File: config.mk
export PLATFORM = sky130hd
export DESIGN_NAME = div_unit
export DESIGN_NICKNAME = d
export VERILOG_FILES = /design/src/rtl/div_unit.sv
export SDC_FILE = /design/constraint.sdc
export NUM_CORES = 1
export LEC_CHECK = 0
export ABC_CLOCK_PERIOD_IN_PS = 12300
export CORE_UTILIZATION = 55
export DETAILED_ROUTE_END_ITERATION = 10
export GPL_TIMING_DRIVEN = 1
export PLACE_DENSITY = 0.79
export SLEW_MARGIN = 15
export SYNTH_ARGS = -nofsm -noshare
export SYNTH_HDL_FRONTEND = slang
export SYNTH_SLANG_ARGS = --single-unit
File: constraint.sdc
create_clock -name clk -period 12.3 [get_ports clk]
set_input_delay 1.845 -clock clk [delete_from_list [all_inputs] [get_ports clk]]
set_output_delay 1.845 -clock clk [all_outputs]
set_load 0.01 [all_outputs]
File: src/rtl/div_unit.sv
// Iterative non-restoring divider: signed/unsigned, WIDTH+1 cycle latency, with a divide-by-zero flag.
// Define DIV_FAST_PATH_EN to skip the iteration when the quotient is trivially zero or the divisor is zero.
module div_unit #(
  parameter int WIDTH = 32,
  parameter int CNT_W = $clog2(WIDTH)
) (
  input  logic             clk,
  input  logic             reset,
  input  logic             start,
  input  logic             is_signed,
  input  logic [WIDTH-1:0] dividend,
  input  logic [WIDTH-1:0] divisor,
  output logic [WIDTH-1:0] quotient,
  output logic [WIDTH-1:0] remainder,
  output logic             busy,
  output logic             done,
  output logic             div_by_zero
);

  typedef enum logic [1:0] {IDLE, CALC, FIX} state_t;

  function automatic logic [WIDTH-1:0] cond_neg(input logic [WIDTH-1:0] x, input logic neg);
    return neg ? (~x + WIDTH'(1)) : x;
  endfunction

  state_t                  state_q, state_d;
  logic [CNT_W-1:0]        cnt_q, cnt_d;
  logic                    busy_q, busy_d;
  logic                    done_q, done_d;
  logic [WIDTH-1:0]        quo_q, quo_d;
  logic [WIDTH-1:0]        rem_q, rem_d;
  logic                    dbz_q, dbz_d;

  logic signed [WIDTH:0]   pr_q, pr_d;
  logic [WIDTH-1:0]        acc_q, acc_d;
  logic [WIDTH-1:0]        dvs_q, dvs_d;
  logic                    q_neg_q, q_neg_d;
  logic                    r_neg_q, r_neg_d;
  logic                    dbz_op_q, dbz_op_d;

  logic [WIDTH-1:0]        mag_dvd, mag_dvs;
  logic signed [WIDTH:0]   dvs_ext, pr_sh, pr_step;
  logic [WIDTH-1:0]        pr_fix;

  assign mag_dvd = cond_neg(dividend, is_signed & dividend[WIDTH-1]);
  assign mag_dvs = cond_neg(divisor,  is_signed & divisor[WIDTH-1]);

  // Partial remainder stays within [-D, D); the shifted value may wrap, but the
  // add/subtract result always fits, and the decision uses the pre-shift sign.
  assign dvs_ext = $signed({1'b0, dvs_q});
  assign pr_sh   = $signed({pr_q[WIDTH-1:0], acc_q[WIDTH-1]});
  assign pr_step = pr_q[WIDTH] ? (pr_sh + dvs_ext) : (pr_sh - dvs_ext);
  assign pr_fix  = pr_q[WIDTH] ? (pr_q[WIDTH-1:0] + dvs_q) : pr_q[WIDTH-1:0];

  always_comb begin
    state_d  = state_q;
    cnt_d    = cnt_q;
    busy_d   = busy_q;
    done_d   = 1'b0;
    quo_d    = quo_q;
    rem_d    = rem_q;
    dbz_d    = dbz_q;
    pr_d     = pr_q;
    acc_d    = acc_q;
    dvs_d    = dvs_q;
    q_neg_d  = q_neg_q;
    r_neg_d  = r_neg_q;
    dbz_op_d = dbz_op_q;
    case (state_q)
      IDLE: begin
        if (start) begin
          q_neg_d  = is_signed & (dividend[WIDTH-1] ^ divisor[WIDTH-1]);
          r_neg_d  = is_signed & dividend[WIDTH-1];
          dbz_op_d = (divisor == '0);
          busy_d   = 1'b1;
          cnt_d    = '0;
          pr_d     = '0;
          acc_d    = mag_dvd;
          dvs_d    = mag_dvs;
          state_d  = CALC;
`ifdef DIV_FAST_PATH_EN
          // Quotient is zero and the remainder is the dividend magnitude.
          if ((divisor == '0) || (mag_dvd < mag_dvs)) begin
            pr_d    = $signed({1'b0, mag_dvd});
            acc_d   = '0;
            state_d = FIX;
          end
`endif
        end
      end
      CALC: begin
        pr_d  = pr_step;
        acc_d = {acc_q[WIDTH-2:0], ~pr_step[WIDTH]};
        if (cnt_q == CNT_W'(WIDTH-1)) begin
          state_d = FIX;
        end else begin
          cnt_d = cnt_q + 1'b1;
        end
      end
      FIX: begin
        // Divide by zero leaves |dividend| in the partial remainder, so the
        // sign fix-up restores the original dividend.
        quo_d   = dbz_op_q ? '1 : cond_neg(acc_q, q_neg_q);
        rem_d   = cond_neg(pr_fix, r_neg_q);
        dbz_d   = dbz_op_q;
        done_d  = 1'b1;
        busy_d  = 1'b0;
        state_d = IDLE;
      end
      default: begin
        state_d = IDLE;
        busy_d  = 1'b0;
      end
    endcase
  end

  always_ff @(negedge clk or posedge reset) begin
    if (reset) begin
      state_q <= IDLE;
      cnt_q   <= '0;
      busy_q  <= 1'b0;
      done_q  <= 1'b0;
      quo_q   <= '0;
      rem_q   <= '0;
      dbz_q   <= 1'b0;
    end else begin
      state_q <= state_d;
      cnt_q   <= cnt_d;
      busy_q  <= busy_d;
      done_q  <= done_d;
      quo_q   <= quo_d;
      rem_q   <= rem_d;
      dbz_q   <= dbz_d;
    end
  end

  // Datapath registers are always reloaded on capture, so they need no reset.
  always_ff @(negedge clk) begin
    pr_q     <= pr_d;
    acc_q    <= acc_d;
    dvs_q    <= dvs_d;
    q_neg_q  <= q_neg_d;
    r_neg_q  <= r_neg_d;
    dbz_op_q <= dbz_op_d;
  end

  assign quotient    = quo_q;
  assign remainder   = rem_q;
  assign busy        = busy_q;
  assign done        = done_q;
  assign div_by_zero = dbz_q;

endmodule

==> impl_results.md <==
* Clock buffer count from CTS at 17
* Util after Layout at 0.667
* Crit. End Element: flip-flop
* Worst-path clk slew at 0.06 ns
* Ys async rst share at 0.425
* Ys flop type: edfxtp_1
* P_leak at 6.89 nW
* Worst setup margin at 1.10 ns
* Port Buf Inserts at 134
* Syn Area/Cell at 8.57 sq um
* Number of enable flip-flop cells after synthesis at 100
* Post-Syn Instances at roughly 1600
* Setup bufs post-CTS at 0
* DRT Pass-1 Iters at 5
* Die area at 0.0257 sq mm
* Syn_nets at 1747
* Clk buf depth at 2
* Setup TNS at 0 ns
* Grt ovf at 0
* Vias in the first global route at 12100
* Initial cell density of the core at 0.563
* Crit path required time at 6.33 ns
* Post-synthesis sequential area ratio at 0.353
* Area Growth Syn to Fin at 18.5%
* DRC viols at 0
* Hold violation count in the final report at 0
* Max-cap violations at 0
* Finish-stage setup viols at 0
* Die span in x at 160 um
* Site Rows at 57
* Number of library cell types mapped by synthesis at 77
* Total number of vias at ~13000
* Max-slew violations at 0
* Starting DRC count in detailed routing at 1546
* Layout cells sized above 1 at 0.0442
* Synth warn at 0
* CP arrival at 5.22 ns
* Pre-CTS WS at 0.671 ns
* I/O pins at 135
* GPL Wtd Cong at between 0.9 and 1
* Startpoint types: input pin
* First-pass GRT wire length at 59900 um
* Max-slew headroom at 0.263
* Hold buffer count at cts at 0
* Die span in y at 160 um
* Routed wire length at approximately 37000 um
* Worst slew pin tran at ~1.1 ns
* Largest net degree at the start of global routing at 74
* Total track usage at 0.290
* Post_cts resized at 0
* Final #Nets at 1939
* DR vias/cell at around 6
* Tot Pwr at 0.00469 W
* Routed Antenna Nets at 0
* CTS tree: yes
* Worst setup path class: in2reg
* Worst Hold Class: reg2reg
* Outcome: completed
* CTS H-tree lvls at 4
* Seq cells post-synth at about 170
* CTS root buffer: clkbuf_16
* CP Max Fanout at 4
* Clock Latency Late Sink at 0.48 ns
* Maximum vdd drop at approximately 0.12 mV
* Post-Syn Area at 0.0138 sq mm
* Fill cell count at about 2000
* Max Clock Skew at 0.0744 ns
* Worst hold margin at 0.415 ns
* Detailed Place HPWL at approximately 28000 um
* PwrDens at approximately 290 mW/mm^2
* Drt wl/cell at 17.3 um
* RSZ-0062 raised after global routing: false
* ANT cells at 0
* Core Region at 0.0245 sq mm
* Antenna violations before repair at 0
* Clk sinks at approximately 170
[cell usage after synthesis, drive strengths merged, types with 11 or more instances]
master / n / area share
nand2b: 17 / 0.0077
buf: 15 / 0.0049
o41ai: 13 / 0.0088
nor2: 154 / 0.042
nor4: 27 / 0.012
dfrtn: 74 / 0.13
a31oi: 11 / 0.0050
edfxtp: 100 / 0.22
o211ai: 14 / 0.0080
a211oi: 12 / 0.0075
clkbuf: 58 / 0.016
or3: 14 / 0.0064
or2: 13 / 0.0059
xnor2: 78 / 0.050
o21a: 23 / 0.013
o21ai: 134 / 0.049
xor2: 98 / 0.062
nand2: 175 / 0.048
a21oi: 122 / 0.044
o31ai: 38 / 0.021
ha: 70 / 0.064
a211o: 12 / 0.0076
or4: 26 / 0.015
nand4: 15 / 0.0068
a21o: 30 / 0.016
mux2i: 14 / 0.010
nand3: 42 / 0.015
inv: 42 / 0.011
nor3: 48 / 0.017
[metrics by stage]
step           cells  cell area, sq um
2_1_floorplan   1607             13800
3_3_place_gp    2005             15300
3_5_place_dp    2005             15300
4_1_cts         2136             16300
5_1_grt         2136             16300
6_report        2136             16300
[state kept, by name (all words and copies together) (netlist names)]
register / flops
busy: 1
cnt_q: 5
pr_q: 33
quotient: 32
r_neg_q: 1
div_by_zero: 1
acc_q: 32
done: 1
dvs_q: 32
q_neg_q: 1
remainder: 32
dbz_op_q: 1
state_q: 2
[per-layer routing]
layer | track usage | vias up | part of all wire
met1 | 0.430 | 6021 | 0.46
met3 | 0.0512 | 48 | 0.094
met4 | 0.0870 | 0 | 0.014
met5 | 0 | - | 0
li1 | - | 6303 | -
met2 | 0.431 | 604 | 0.43
[critical path: stages]
cell             delay, ns
clkdlybuf4s50_1       0.47
inv_1                 0.09
ha_1                  0.16
or3b_2                0.48
or4_1                 0.46
nand2b_1              0.22
or2_2                 0.35
nor3_1                0.33
and3b_1               0.29
nand2_1               0.08
o21ai_0               0.22
xor2_1                0.16
o21ai_0               0.08
[power by group]
part           switching (W)  internal [W]  total [W]
logic                0.00161       0.00116    0.00277
registers           0.000271      0.000953    0.00122
clock network       0.000355      0.000336   0.000691
[cell usage in the layout, fill, tap and decap left out, types with 13 or more instances in the layout]
master / count
nand4_1: 15
or3_1: 14
nor3_1: 48
or4_1: 22
o21ai_0: 122
inv_1: 140
nor4_1: 27
nand2_1: 175
mux2i_1: 14
o31ai_1: 36
o21a_1: 23
o211ai_1: 13
edfxtp_1: 100
dfrtn_1: 74
xor2_1: 98
a21o_1: 30
ha_1: 70
a21oi_1: 122
clkbuf_16: 17
xnor2_1: 78
nor2_1: 153
clkdlybuf4s50_1: 134
nand2b_1: 16
nand3_1: 42
buf_4: 13
[path summary, 6_finish.rpt]
check / start / to / cells past startpoint / slack [ns]
worst min register to register: remainder[14] / remainder[14] / 2 / 0.42
worst max register to register: dvs_q[1] / pr_q[29] / 18 / 6.81
worst min-delay path: remainder[14] / remainder[14] / 2 / 0.42
worst max-delay path: dividend[0] / acc_q[28] / 13 / 1.10
min in group asynchronous: reset / quotient[9] / 2 / 7.85
max in group asynchronous: reset / remainder[7] / 3 / 3.37
[area by class of cell]
cell class / count / area [sq um] / area share
multi-input cells: 1317 / 8490 / 0.520
flip-flops and latches: 174 / 4850 / 0.298
repair buffers: 147 / 1440 / 0.0882
clock inverters: 112 / 529 / 0.0324
clock buffers: 20 / 440 / 0.0270
well taps: 324 / 405 / 0.0248
inverters: 42 / 158 / 0.00966
[logic make-up (layout without fill, tap and decap cells)]
group           count (synthesis)  after routing  share of synthesized area
xor+xnor                      176            176                      0.112
fa+ha+maj                      72             72                     0.0665
mux                            18             18                     0.0134
flops                         174            174                      0.353
buf+inv                       116            321                     0.0324
simple gates                  579            579                      0.202
compound gates                472            472                      0.221
(Power assumes the default switching activity.)
